File: src/rtl/psum_acc.sv
// Partial-sum accumulator: sums col-lane psum vectors over `passes` kernel passes
// into a depth-entry bank, then drains the bank in order to the ReLU stage.
module psum_acc #(
    parameter int psum_bw = 16,
    parameter int col     = 8,
    parameter int depth   = 16,
    parameter int passes  = 9
) (
    input  logic                   clk,
    input  logic                   reset,
    input  logic                   clear,
    input  logic                   in_valid,
    output logic                   in_ready,
    input  logic [psum_bw*col-1:0] in_data,
    output logic                   out_valid,
    input  logic                   out_ready,
    output logic [psum_bw*col-1:0] out_data,
    output logic                   done,
    output logic [1:0]             o_dbg_state
);

    localparam int vec_w = psum_bw * col;
    localparam int ptr_w = $clog2(depth);
    localparam int cnt_w = (passes > 1) ? $clog2(passes) : 1;

    localparam logic [1:0] ST_ACCUM = 2'd0;
    localparam logic [1:0] ST_LOAD  = 2'd1;
    localparam logic [1:0] ST_DRAIN = 2'd2;

    localparam logic [ptr_w-1:0] ptr_last = ptr_w'(depth - 1);
    localparam logic [ptr_w-1:0] ptr_one  = ptr_w'(1);
    localparam logic [cnt_w-1:0] cnt_last = cnt_w'(passes - 1);
    localparam logic [cnt_w-1:0] cnt_one  = cnt_w'(1);

    logic [1:0]       r_state;
    logic [ptr_w-1:0] r_wr_ptr;
    logic [ptr_w-1:0] r_rd_ptr;
    logic [cnt_w-1:0] r_pass_cnt;
    logic [vec_w-1:0] r_acc [depth];

    logic             w_fire;
    logic [vec_w-1:0] w_acc_rd;
    logic [vec_w-1:0] w_sum;
    logic [vec_w-1:0] w_wr_data;

    // Valid/ready: a transfer happens on a rising edge where valid and ready are both 1;
    // the sender holds data stable until then. in_ready depends only on state, and clear
    // overrides any transfer on the same edge.
    assign in_ready    = (r_state == ST_ACCUM);
    assign w_fire      = in_valid & in_ready & ~clear;
    assign o_dbg_state = r_state;

    assign w_acc_rd = r_acc[r_wr_ptr];

    genvar g;
    for (g = 0; g < col; g++) begin : g_lane
        logic [psum_bw-1:0] w_a;
        logic [psum_bw-1:0] w_b;
        logic [psum_bw:0]   w_s;
        assign w_a = w_acc_rd[g*psum_bw +: psum_bw];
        assign w_b = in_data[g*psum_bw +: psum_bw];
        assign w_s = {w_a[psum_bw-1], w_a} + {w_b[psum_bw-1], w_b};
        // Extra sign bit disagreeing with the top result bit means signed overflow.
        assign w_sum[g*psum_bw +: psum_bw] =
            (w_s[psum_bw] != w_s[psum_bw-1])
                ? (w_s[psum_bw] ? {1'b1, {(psum_bw-1){1'b0}}} : {1'b0, {(psum_bw-1){1'b1}}})
                : w_s[psum_bw-1:0];
    end

    assign w_wr_data = (r_pass_cnt == '0) ? in_data : w_sum;

    // Bank has no reset: pass 0 overwrites every entry before it is read.
    always_ff @(posedge clk) begin
        if (w_fire) begin
            r_acc[r_wr_ptr] <= w_wr_data;
        end
    end

    always_ff @(posedge clk or negedge reset) begin
        if (!reset) begin
            r_state    <= ST_ACCUM;
            r_wr_ptr   <= '0;
            r_rd_ptr   <= '0;
            r_pass_cnt <= '0;
            out_valid  <= 1'b0;
            out_data   <= '0;
            done       <= 1'b0;
        end else if (clear) begin
            r_state    <= ST_ACCUM;
            r_wr_ptr   <= '0;
            r_rd_ptr   <= '0;
            r_pass_cnt <= '0;
            out_valid  <= 1'b0;
            done       <= 1'b0;
        end else begin
            done <= 1'b0;
            case (r_state)
                ST_ACCUM: begin
                    if (w_fire) begin
                        r_wr_ptr <= r_wr_ptr + ptr_one;
                        if (r_wr_ptr == ptr_last) begin
                            if (r_pass_cnt == cnt_last) begin
                                r_pass_cnt <= '0;
                                r_state    <= ST_LOAD;
                            end else begin
                                r_pass_cnt <= r_pass_cnt + cnt_one;
                            end
                        end
                    end
                end
                ST_LOAD: begin
                    out_data  <= r_acc[0];
                    out_valid <= 1'b1;
                    r_rd_ptr  <= '0;
                    r_state   <= ST_DRAIN;
                end
                ST_DRAIN: begin
                    if (out_ready) begin
                        if (r_rd_ptr == ptr_last) begin
                            out_valid <= 1'b0;
                            done      <= 1'b1;
                            r_rd_ptr  <= '0;
                            r_state   <= ST_ACCUM;
                        end else begin
                            r_rd_ptr <= r_rd_ptr + ptr_one;
                            out_data <= r_acc[r_rd_ptr + ptr_one];
                        end
                    end
                end
                default: r_state <= ST_ACCUM;
            endcase
        end
    end

endmodule
File: config.mk
export PLATFORM = sky130hd
export DESIGN_NAME = psum_acc
export DESIGN_NICKNAME = d
export VERILOG_FILES = /design/src/rtl/psum_acc.sv
export SDC_FILE = /design/constraint.sdc
export NUM_CORES = 2
export LEC_CHECK = 0
export BUFFER_PORTS_ARGS = -buffer_cell sky130_fd_sc_hd__buf_2
export CAP_MARGIN = 40
export CORE_AREA = 3 3 521 523
export DETAILED_ROUTE_END_ITERATION = 7
export DIE_AREA = 0 0 524 526
export MAX_ROUTING_LAYER = met4
export PLACE_DENSITY = 0.63
export SLEW_MARGIN = 0
export SYNTH_ARGS = -nofsm -noshare
export SYNTH_HDL_FRONTEND = slang
export SYNTH_SLANG_ARGS = --single-unit
File: constraint.sdc
create_clock -name clk -period 31.3 [get_ports clk]
set_input_delay 4.695 -clock clk [delete_from_list [all_inputs] [get_ports clk]]
set_output_delay 4.695 -clock clk [all_outputs]
set_load 0.01 [all_outputs]
==> reports/qor.csv <==
stage,metric,value,unit
placement,pre_cts_slack,21.77,ns
routing,vias_per_cell,6.27,
worst_setup_path,path_class,in -> reg,
job,drv_cap,0,
cts,cts_resized,0,
synth,synth-compound-area-share,3.77,%
cts,cts_tree,done,
placement,portBuffers,265,
grt,grtUsageTotal,22.5,%
worst_setup_path,r2r_slack,23.02,ns
synth,async_reset_ff_share,6.57,%
routing,drt_iter0_markers,6871,
cts,cts_hold_buf,0,
routing,detail_route.wl_per_cell,31.4,µm
power_and_ir_drop,cellPowerDensity,55.5,nW/µm²
outcome,outcome,"finished, final reports clean",
worst_setup_path,worst-path-max-fanout,19,
synth,syn_inst,5513,
floorplan,initial_utilization,39.9,%
synth,yosysUniqueCellTypes,80,
timing,setup_viol,0,
synth,ys_seq_elements,2192,
layout,layout_common_cells,"edfxtp_1, mux4_2, buf_2",
power_and_ir_drop,power_leakage,0.0380,µW
cts,cts_root_buffer,clkbuf_16,
worst_setup_path,cp_data_required_time,31.95,ns
grt,first_global_vias,62112,
floorplan,fp.dieW,524,µm
routing,drtAntennaViolNets,0,
layout,nets,6158,
cts,clock_path_buffers,3,
synth,synth-xor-area-share,0.590,%
cts,clkTransAtPathRegs,0.06,ns
synth,yosys.area_share.simple,2.64,%
worst_setup_path,cp_slowest_stage_delay,0.80,ns
layout,syn2layout_area_growth,14.1,%
worst_setup_path,slowest_stage,a31oi_1,
timing,worst_slack,22.90,ns
grt,grt_pass1_wl,443000,µm
layout,final_common_cell,edfxtp_1,
synth,synthAdderAreaFrac,1.90,%
cts,tritoncts.num_buffers,229,
worst_setup_path,critPathCaptureType,register,
timing,finalCritPeriodShare,26.8,%
timing,drv_slew,0,
floorplan,rows,190,
cts,insertion_delay,0.90,ns
placement,dpl.hpwl,176000,µm
worst_setup_path,crit_chain,buf_2 > ha_1 > and3_1 > and3_1 > nand3_1 > and3_1 > o21ai_1 > a2111oi_0 > or3_1 > ha_1 > o311ai_4 > a31oi_1 > buf_2,
power_and_ir_drop,peakVddDrop,53.5,µV
synth,synth-edff-count,2048,
synth,muxShareOfSynthArea,28.3,%
placement,finalWeightedCongestion,0.860,
floorplan,fp.dieArea,276000,µm²
routing,drc_errors,0,
synth,synth_top_family_by_area,multiplexers,
synth,avgSynthCellArea,19.3,µm²
timing,fmax,119,MHz
synth,yosysSeqAreaShare,61.0,%
timing,final.min_clock_period,8.40,ns
cts,post_cts_buffers,0,
routing,dr_total_vias,60421,
grt,grt_overflow_total,0,
min_path,hold_path_class,reg -> reg,
floorplan,fp.dieH,526,µm
worst_setup_path,cp.arrival,9.04,ns
cts,cts_sinks,2192,
layout,drive_above_1_share,36.1,%
floorplan,fp.coreArea,267000,µm²
routing,firstDrtPassIters,5,
cts,cts_max_level,4,
timing,worst_slew_pin_slew,1.03,ns
timing,rsz0062_at_grt,no,
worst_setup_path,cp_common_cell,and3_1,
synth,yosysWarningCount,0,
grt,antenna_found_initial,17,
worst_setup_path,cp-start-kind,input pin,
timing,report.final.hold_viol_count,0,
synth,syn_area,107000,µm²
timing,finalSetupTns,0,ns
routing,routed_wl,303000,µm
timing,slew_headroom,31.5,%
floorplan,ios,266,
synth,ys.flop_type,edfxtp_1,
synth,synth_nets,5803,
grt,grt_max_degree,144,
timing,clock_skew,0.0974,ns
==> stage by stage <==
step	utilization (%)	power [µW]	std cells	cell area (µm²)	hold slack (ns)
6_report	45.5	6760	9640	122000	0.475
5_1_grt	45.5	6990	9635	122000	0.512
3_5_place_dp	42.5	4000	9184	114000	0.470
3_3_place_gp	41.9	3980	9068	112000	0.461
2_1_floorplan	-	3790	5513	107000	0.476
4_1_cts	45.5	6810	9621	122000	0.484
==> final timing paths <==
path	cells after the start	to	startpoint
setup / recovery	13	r_acc[8][51]$_DFFE_PP_	in_data[56]
hold / removal	2	out_data[124]$_DFFE_PN0P_	out_data[124]$_DFFE_PN0P_
setup reg to reg	19	r_acc[10][82]$_DFFE_PP_	r_wr_ptr[1]$_DFFE_PN0P_
hold reg to reg	2	out_data[124]$_DFFE_PN0P_	out_data[124]$_DFFE_PN0P_
max in group asynchronous	2	out_data[95]$_DFFE_PN0P_	reset
min in group asynchronous	1	out_data[23]$_DFFE_PN0P_	reset
==> cell usage after synthesis (5+ instances only) <==
cell type     n  area share, %
and3_1       15          0.088
xnor2_1      40           0.33
buf_1        37           0.13
nor3_1       27           0.13
xor2_1       30           0.25
or3_1        25           0.15
o211ai_1     34           0.24
inv_1        42           0.15
nor3b_1       8          0.056
o21ai_0      77           0.36
o311ai_1      5          0.041
a211oi_1     24           0.17
ha_1        149            1.7
nor2_1      153           0.54
o21a_1       56           0.39
o31ai_1      17           0.12
inv_2         8          0.028
nor2b_1      22           0.13
edfxtp_1   2048             58
o21bai_1      8          0.056
a41oi_1       6          0.049
o21ai_1     155           0.73
mux4_2     1280             27
a21o_1       29           0.20
buf_2       137           0.64
nand2b_1     29           0.17
buf_4        18           0.13
and2_1       11          0.065
nand4_1       9          0.053
a31oi_1      64           0.38
nand2_1     251           0.88
and4_1        6          0.049
a22o_1        5          0.041
fa_1          8           0.15
a21oi_1      96           0.45
mux2i_1     132            1.2
nand3_1      36           0.17
dfrtp_1     144            3.4
clkbuf_1    183           0.64
==> state kept, by name, summed over array words and instances, names as in the netlist <==
| signal | flops |
|---|---|
| done | 1 |
| out_valid | 1 |
| r_pass_cnt | 4 |
| r_rd_ptr | 4 |
| r_wr_ptr | 4 |
| r_acc | 2048 |
| out_data | 128 |
| o_dbg_state | 2 |
==> cell type report <==
cell class | count | area, µm²
fill | 22363 | 146000
sequential | 2192 | 65100
multi-input combinational | 2888 | 39800
clock buffer | 297 | 6240
tap | 3552 | 4440
timing repair buffer | 503 | 4140
clock inverter | 140 | 1630
inverter | 54 | 203
antenna | 14 | 35.0
==> report_power, final <==
group,total (µW),switching [µW],internal [µW],leakage [µW]
registers,3240,13.1,3220,0.0205
clock network,2820,1180,1640,0.00383
logic,702,410,292,0.0137
total,6760,1600,5150,0.0380
==> routing by layer <==
layer / wire, µm / track usage (%) / vias to the layer above
li1: - / - / 24454
met1: 123000 / 30.4 / 32824
met2: 151000 / 36.0 / 2716
met3: 21600 / 3.47 / 427
met4: 7440 / 5.56 / 0
met5: 0 / - / -
==> critical path, delay by kind of cell <==
kind,cells,cell delay (ns)
AO/OA/AOI/OAI,4,1.68
adder cells (fa/ha/maj),2,1.13
buffers and inverters,2,0.44
AND/OR/NAND/NOR,5,1.08
==> kinds of logic after synthesis <==
family	count (synthesis)
flip-flops	2192
XOR/XNOR	71
adder cells (fa/ha/maj)	157
buffers and inverters	433
AO/OA/AOI/OAI	633
AND/OR/NAND/NOR	614
multiplexers	1413
(Power assumes the default switching activity.)
